--- src/rtl/mmio_uart_tx.sv ---
// mmio_uart_tx: memory-mapped 8N1 UART transmitter.
// A small TX FIFO sits behind a 16-byte register window on the data-memory bus.
// A four-state shifter drains the FIFO onto the tx pin.
// Register window (offsets from BASE_ADDR):
//   +0x0 TXDATA  write pushes a byte, reads 0
//   +0x4 STATUS  {count[8:4], overflow, busy, empty, full}; writing 1 to bit3 clears overflow
//   +0x8 BAUDDIV clock cycles per bit, clamped to a minimum of 2
//   +0xC         reserved, reads 0
// FIFO_DEPTH must be a power of two between 2 and 16.
// The pointers then wrap naturally, and the count fits the 5-bit STATUS field.

module mmio_uart_tx #(
    parameter logic [31:0] BASE_ADDR    = 32'hFFFF_FFE0,
    parameter int          FIFO_DEPTH   = 4,
    parameter int          CLKS_PER_BIT = 104
) (
    input  logic        clk,
    input  logic        reset,
    input  logic        dmem_wren,
    input  logic [31:0] dmem_address,
    input  logic [31:0] dmem_data_in,
    input  logic [2:0]  funct3,
    output logic [31:0] dmem_data_out,
    output logic        tx,
    output logic        irq_empty
);

    localparam int PTR_W = $clog2(FIFO_DEPTH);
    localparam int CNT_W = PTR_W + 1;

    localparam logic [CNT_W-1:0] FULL_COUNT = CNT_W'(FIFO_DEPTH);
    localparam logic [15:0]      RESET_DIV  = 16'(CLKS_PER_BIT);
    localparam logic [15:0]      MIN_DIV    = 16'd2;

    localparam logic [1:0] OFF_TXDATA  = 2'd0;
    localparam logic [1:0] OFF_STATUS  = 2'd1;
    localparam logic [1:0] OFF_BAUDDIV = 2'd2;

    localparam logic [1:0] S_IDLE  = 2'd0;
    localparam logic [1:0] S_START = 2'd1;
    localparam logic [1:0] S_DATA  = 2'd2;
    localparam logic [1:0] S_STOP  = 2'd3;

    // Bus decode
    logic       w_hit;
    logic [1:0] w_off;
    logic       w_wrTx;
    logic       w_wrStatus;
    logic       w_wrBaud;

    // FIFO
    logic [7:0]       r_fifoMem [FIFO_DEPTH];
    logic [PTR_W-1:0] r_wrPtr;
    logic [PTR_W-1:0] r_rdPtr;
    logic [CNT_W-1:0] r_count;
    logic             w_empty;
    logic             w_full;
    logic             w_pop;
    logic             w_pushOk;
    logic             w_overflowSet;
    logic [7:0]       w_headByte;

    // Registers
    logic        r_overflow;
    logic [15:0] r_baudDiv;
    logic [31:0] r_readData;
    logic [31:0] w_readData;
    logic [31:0] w_status;
    logic        r_irqEmpty;

    // Transmit engine
    logic [1:0]  r_state;
    logic [15:0] r_baudCnt;
    logic [15:0] r_frameDiv;
    logic [7:0]  r_shift;
    logic [2:0]  r_bitIdx;
    logic        r_tx;
    logic        w_busy;

    // The store size and the byte lane are irrelevant here, because every store writes the full register.
    logic w_unused;
    assign w_unused = ^{funct3, dmem_address[1:0], dmem_data_in[31:16]};

    assign w_hit      = (dmem_address[31:4] == BASE_ADDR[31:4]);
    assign w_off      = dmem_address[3:2];
    assign w_wrTx     = dmem_wren && w_hit && (w_off == OFF_TXDATA);
    assign w_wrStatus = dmem_wren && w_hit && (w_off == OFF_STATUS);
    assign w_wrBaud   = dmem_wren && w_hit && (w_off == OFF_BAUDDIV);

    assign w_empty    = (r_count == '0);
    assign w_full     = (r_count == FULL_COUNT);
    assign w_headByte = r_fifoMem[r_rdPtr];
    assign w_busy     = (r_state != S_IDLE);

    // A frame starts whenever a byte is waiting and the line is free.
    // The line is free either when idle or on the final stop-bit cycle, so back-to-back frames have no gap.
    assign w_pop = !w_empty &&
                   ((r_state == S_IDLE) || ((r_state == S_STOP) && (r_baudCnt == 16'd0)));

    // A push into a full FIFO still succeeds when the head is leaving on the same edge.
    assign w_pushOk      = w_wrTx && (!w_full || w_pop);
    assign w_overflowSet = w_wrTx && w_full && !w_pop;

    assign w_status = {23'd0, 5'(r_count), r_overflow, w_busy, w_empty, w_full};

    // FIFO storage is plain registers with no reset, because contents are meaningless once the count is zero.
    always_ff @(posedge clk) begin
        if (w_pushOk) begin
            r_fifoMem[r_wrPtr] <= dmem_data_in[7:0];
        end
    end

    // The FIFO pointers and occupancy count track accepted pushes and engine pops.
    always_ff @(posedge clk or negedge reset) begin
        if (!reset) begin
            r_wrPtr <= '0;
            r_rdPtr <= '0;
            r_count <= '0;
        end else begin
            if (w_pushOk) begin
                r_wrPtr <= r_wrPtr + 1'b1;
            end
            if (w_pop) begin
                r_rdPtr <= r_rdPtr + 1'b1;
            end
            case ({w_pushOk, w_pop})
                2'b10:   r_count <= r_count + 1'b1;
                2'b01:   r_count <= r_count - 1'b1;
                default: r_count <= r_count;
            endcase
        end
    end

    // The sticky overflow flag is set by a dropped push. A same-cycle clear loses to the set.
    always_ff @(posedge clk or negedge reset) begin
        if (!reset) begin
            r_overflow <= 1'b0;
        end else if (w_overflowSet) begin
            r_overflow <= 1'b1;
        end else if (w_wrStatus && dmem_data_in[3]) begin
            r_overflow <= 1'b0;
        end
    end

    // The baud divisor is clamped to 2 so that every bit lasts at least two clocks.
    always_ff @(posedge clk or negedge reset) begin
        if (!reset) begin
            r_baudDiv <= RESET_DIV;
        end else if (w_wrBaud) begin
            r_baudDiv <= (dmem_data_in[15:0] < MIN_DIV) ? MIN_DIV : dmem_data_in[15:0];
        end
    end

    // Read mux for the register window. Anything outside the window or at the reserved offset reads as zero.
    always_comb begin
        w_readData = 32'd0;
        if (w_hit) begin
            case (w_off)
                OFF_STATUS:  w_readData = w_status;
                OFF_BAUDDIV: w_readData = {16'd0, r_baudDiv};
                default:     w_readData = 32'd0;
            endcase
        end
    end

    // Read data is registered, so it shows register values from before the sampling edge.
    always_ff @(posedge clk or negedge reset) begin
        if (!reset) begin
            r_readData <= 32'd0;
        end else begin
            r_readData <= w_readData;
        end
    end

    // Transmit engine: start bit, eight data bits LSB first, then a stop bit.
    // The divisor is latched at each frame start, so a BAUDDIV write only affects the next frame.
    always_ff @(posedge clk or negedge reset) begin
        if (!reset) begin
            r_state    <= S_IDLE;
            r_baudCnt  <= 16'd0;
            r_frameDiv <= RESET_DIV;
            r_shift    <= 8'd0;
            r_bitIdx   <= 3'd0;
            r_tx       <= 1'b1;
        end else if (w_pop) begin
            r_state    <= S_START;
            r_shift    <= w_headByte;
            r_frameDiv <= r_baudDiv;
            r_baudCnt  <= r_baudDiv - 16'd1;
            r_bitIdx   <= 3'd0;
            r_tx       <= 1'b0;
        end else begin
            case (r_state)
                S_IDLE: begin
                    r_tx <= 1'b1;
                end
                S_START: begin
                    if (r_baudCnt == 16'd0) begin
                        r_state   <= S_DATA;
                        r_tx      <= r_shift[0];
                        r_shift   <= {1'b0, r_shift[7:1]};
                        r_bitIdx  <= 3'd0;
                        r_baudCnt <= r_frameDiv - 16'd1;
                    end else begin
                        r_baudCnt <= r_baudCnt - 16'd1;
                    end
                end
                S_DATA: begin
                    if (r_baudCnt == 16'd0) begin
                        r_bitIdx  <= r_bitIdx + 3'd1;
                        r_baudCnt <= r_frameDiv - 16'd1;
                        if (r_bitIdx == 3'd7) begin
                            r_state <= S_STOP;
                            r_tx    <= 1'b1;
                        end else begin
                            r_tx    <= r_shift[0];
                            r_shift <= {1'b0, r_shift[7:1]};
                        end
                    end else begin
                        r_baudCnt <= r_baudCnt - 16'd1;
                    end
                end
                S_STOP: begin
                    if (r_baudCnt == 16'd0) begin
                        r_state <= S_IDLE;
                    end else begin
                        r_baudCnt <= r_baudCnt - 16'd1;
                    end
                end
                default: begin
                    r_state <= S_IDLE;
                    r_tx    <= 1'b1;
                end
            endcase
        end
    end

    // The empty interrupt follows the idle-and-drained condition one clock later.
    always_ff @(posedge clk or negedge reset) begin
        if (!reset) begin
            r_irqEmpty <= 1'b1;
        end else begin
            r_irqEmpty <= (r_state == S_IDLE) && w_empty;
        end
    end

    assign dmem_data_out = r_readData;
    assign tx            = r_tx;
    assign irq_empty     = r_irqEmpty;

endmodule

--- config.mk ---
export PLATFORM = sky130hd
export DESIGN_NAME = mmio_uart_tx
export DESIGN_NICKNAME = d
export VERILOG_FILES = /design/src/rtl/mmio_uart_tx.sv
export SDC_FILE = /design/constraint.sdc
export NUM_CORES = 1
export LEC_CHECK = 0
export CAP_MARGIN = 5
export CELL_PAD_IN_SITES_DETAIL_PLACEMENT = 0
export CELL_PAD_IN_SITES_GLOBAL_PLACEMENT = 1
export CORE_ASPECT_RATIO = 1.75
export CORE_MARGIN = 2
export CORE_UTILIZATION = 45
export DETAILED_ROUTE_END_ITERATION = 12
export PLACE_DENSITY_LB_ADDON = 0.1
export REMOVE_ABC_BUFFERS = 1
export SKIP_CTS_REPAIR_TIMING = 1
export SLEW_MARGIN = 5
export SYNTH_ARGS = -nofsm -noshare
export SYNTH_HDL_FRONTEND = slang
export SYNTH_SLANG_ARGS = --single-unit
export TNS_END_PERCENT = 20
--- constraint.sdc ---
create_clock -name clk -period 5.3 [get_ports clk]
set_input_delay 1.325 -clock clk [delete_from_list [all_inputs] [get_ports clk]]
set_output_delay 1.325 -clock clk [all_outputs]
set_load 0.05 [all_outputs]
==> reports/qor.yml <==
seqPwrFrac_pct: 43.7
cts_inserted_buffers: 17
worst_pin_slew_ns: 0.889
cap_violations: 0
hold_viol: 0
rsz0062_at_grt: "false"
clk_latency_ns: 0.42
wirelength_um: 15900
ys_types: 67
fillerInstances: 1262
max_freq_mhz: 255
synth_ff_type: "dfrtp_1"
viasPerCell: 5.45
grt_usage_pct: 22.5
tritoncts: "built"
ys_ff_latch: 119
min_path_cells: 2
internal-power_mw: 1.70
ir_worst_vdd_v: 0.000287
ff_latch_area_um2: 3150
drc: 0
crit-reg2reg-launch: "r_baudCnt[0]"
r2r_slack_ns: 2.08
numClockSinks: 119
start_util_pct: 45.5
clk_pin_slew_ns: 0.06
core_um2: 13800
relSlewSlack_pct: 40.2
async_reset_ff_share_pct: 73.1
htree_num_levels: 4
hold_path_startpoint: "r_overflow"
layout_commonest_cell: "nand2_1"
reg2reg_to: "r_fifoMem[0][5]"
final.setup.tns_ns: 0
grt_pass1_vias: 4888
status: "finished clean"
fp.dieW_um: 93.2
fin_crit_sh_pct: 74.1
period_minus_slack_ns: 3.93
die_y_um: 160
drive_gt1_share_pct: 12.1
reg2reg_depth: 7
n_antenna_cell: 0
leakage_nw: 3.12
startpoint: "dmem_address[13]"
swShare_pct: 27.8
grt_first_pass_wirelength_um: 25400
overflow: 0
finClkSkew_ns: 0.00928
combPwrFrac_pct: 8.5
synth-compound-area-share_pct: 10.6
synth_xor_area_share_pct: 5.45
mostFrequentLayoutCells: "nand2_1, dfrtp_1, clkdlybuf4s50_1"
top_layer: "met4"
wire_per_inst_um: 18.4
ys_seq_area_share_pct: 50.2
drtAntennaViolNets: 0
firstDrtPassIters: 5
netlist_area_um2: 6270
worst_ep_arrival_time_ns: 4.00
synthSimpleGateAreaFrac_pct: 17.7
power.density_nw_per_um2: 310
hpwl_um: 11900
root_buffer: "clkbuf_16"
p_clk_share_pct: 47.7
die_area_um2: 14900
vias: 4694
crit_type: "primary input to flop"
min_to: "r_overflow"
grt_max_degree: 50
row_count: 57
num-nets-final: 759
synthMuxAreaShare_pct: 6.73
path_max_fanout: 10
hold_path_class: "flop to flop"
gp_congestion: 0.890
wl_met2_um: 8800
synth_adder_area_share_pct: 3.51
setup_violations: 0
finalMaxSlewViolations: 0
synth_top_family_by_area: "simple AND/OR/NAND/NOR gates"
final_area_um2: 7600
netSwitchingPower_mw: 0.654
avgSynthCellArea_um2: 10.3
wl_met3_um: 612
synth_edf_count: 32
area_growth_pct: 21.3
required_ns: 5.37
antenna_found_initial: 0
drtIter0Drc: 215
yosys_warnings: 0
end_kind: "flop"
io_buffers: 66
start_kind: "primary input"
place_area_um2: 7020
clock_path_buffers: 2
multi_input_comb_area_um2: 2850
postSynthCellCount: 611
num_io_pins: 104
met1_length_um: 6050
==> synth_stat cells (all sizes together), types with 2 or more instances <==
| library cell | count | share of area, % |
|---|---|---|
| dfstp | 8 | 3.4 |
| or3 | 4 | 0.40 |
| o311ai | 2 | 0.28 |
| inv | 28 | 1.7 |
| buf | 29 | 3.0 |
| nand2 | 82 | 4.9 |
| a31oi | 11 | 1.1 |
| nand2b | 6 | 0.60 |
| dfrtp | 79 | 32 |
| mux2 | 15 | 3.1 |
| ha | 16 | 3.2 |
| o21ai | 40 | 3.2 |
| mux2i | 5 | 0.80 |
| and3 | 2 | 0.24 |
| or4 | 2 | 0.30 |
| mux4 | 8 | 2.9 |
| and2 | 6 | 0.60 |
| and4 | 2 | 0.28 |
| edfxtp | 32 | 15 |
| nor4 | 18 | 2.0 |
| nor2 | 52 | 3.1 |
| nand4 | 13 | 1.3 |
| a22oi | 6 | 0.72 |
| o22ai | 2 | 0.20 |
| a32oi | 2 | 0.28 |
| nor3 | 18 | 1.5 |
| a211oi | 3 | 0.36 |
| nand3 | 18 | 1.6 |
| o211ai | 3 | 0.36 |
| xor2 | 11 | 1.5 |
| clkbuf | 16 | 0.96 |
| a21oi | 19 | 1.5 |
| xnor2 | 28 | 3.9 |
==> registers in the layout, indices dropped and copies added (netlist names), 3 cells and up <==
name / count
r_shift: 8
r_baudDiv: 16
r_count: 3
r_frameDiv: 16
dmem_data_out: 16
r_fifoMem: 32
r_baudCnt: 16
r_bitIdx: 3
==> critical path, stage by stage <==
cell and delay [ns]:
clkdlybuf4s50_1 0.45, nand4_1 0.10, or4_4 0.56, nor4_4 0.58
and4_1 0.53, and2_1 0.45
==> logic make-up (layout without fill, tap and decap cells) <==
family | after synthesis | after routing
compound gates | 106 | 106
buf+inv | 73 | 132
other cells | 1 | 16
xor+xnor | 39 | 39
mux | 28 | 28
fa+ha+maj | 17 | 17
flops | 119 | 119
simple gates | 228 | 228
==> routing by layer <==
metal / vias to the layer above / global-route usage (%)
li1: 2264 / -
met1: 2277 / 25.0
met2: 125 / 41.3
met3: 28 / 4.67
met4: 0 / 8.29
met5: - / 0
==> worst max-delay path by stage <==
stage / to / slack, ns
final: r_fifoMem[0][5] / 1.37
after CTS: r_fifoMem[0][1] / 1.31
after floorplan: r_shift[0] / 1.15
after detailed placement: r_fifoMem[0][6] / 0.89
after global placement: r_fifoMem[0][6] / 0.91
after global routing: r_fifoMem[3][5] / 1.22
==> through the flow <==
stage / instances / hold WS, ns / power (mW) / utilization [%] / setup slack, ns
after detailed placement: 830 / 0.471 / 1.25 / 51.0 / 0.887
after global placement: 830 / 0.467 / 1.25 / 51.0 / 0.912
after global routing: 862 / 0.504 / 2.45 / 55.2 / 1.22
after floorplan: 581 / 0.449 / 1.15 / - / 1.15
after CTS: 862 / 0.485 / 2.38 / 55.2 / 1.31
final: 862 / 0.482 / 2.36 / 55.2 / 1.37
==> power groups by stage <==
| stage | sequential [mW] | clock (mW) | combinational, mW |
|---|---|---|---|
| 5_1_grt | 1.04 | 1.18 | 0.223 |
| 3_5_place_dp | 1.05 | 0 | 0.203 |
| 4_1_cts | 1.03 | 1.14 | 0.204 |
| 6_report | 1.03 | 1.13 | 0.201 |
| 2_1_floorplan | 1.03 | 0 | 0.117 |
| 3_3_place_gp | 1.05 | 0 | 0.200 |
==> area by class of cell <==
| class | count | area share (%) |
|---|---|---|
| clock buffers | 17 | 5.60 |
| clock inverters | 15 | 1.99 |
| inverters | 28 | 1.38 |
| multi-input cells | 434 | 37.4 |
| flip-flops and latches | 119 | 41.4 |
| well taps | 177 | 2.91 |
| repair buffers | 72 | 9.25 |
No activity file was read; power rests on OpenSTA's default activity.
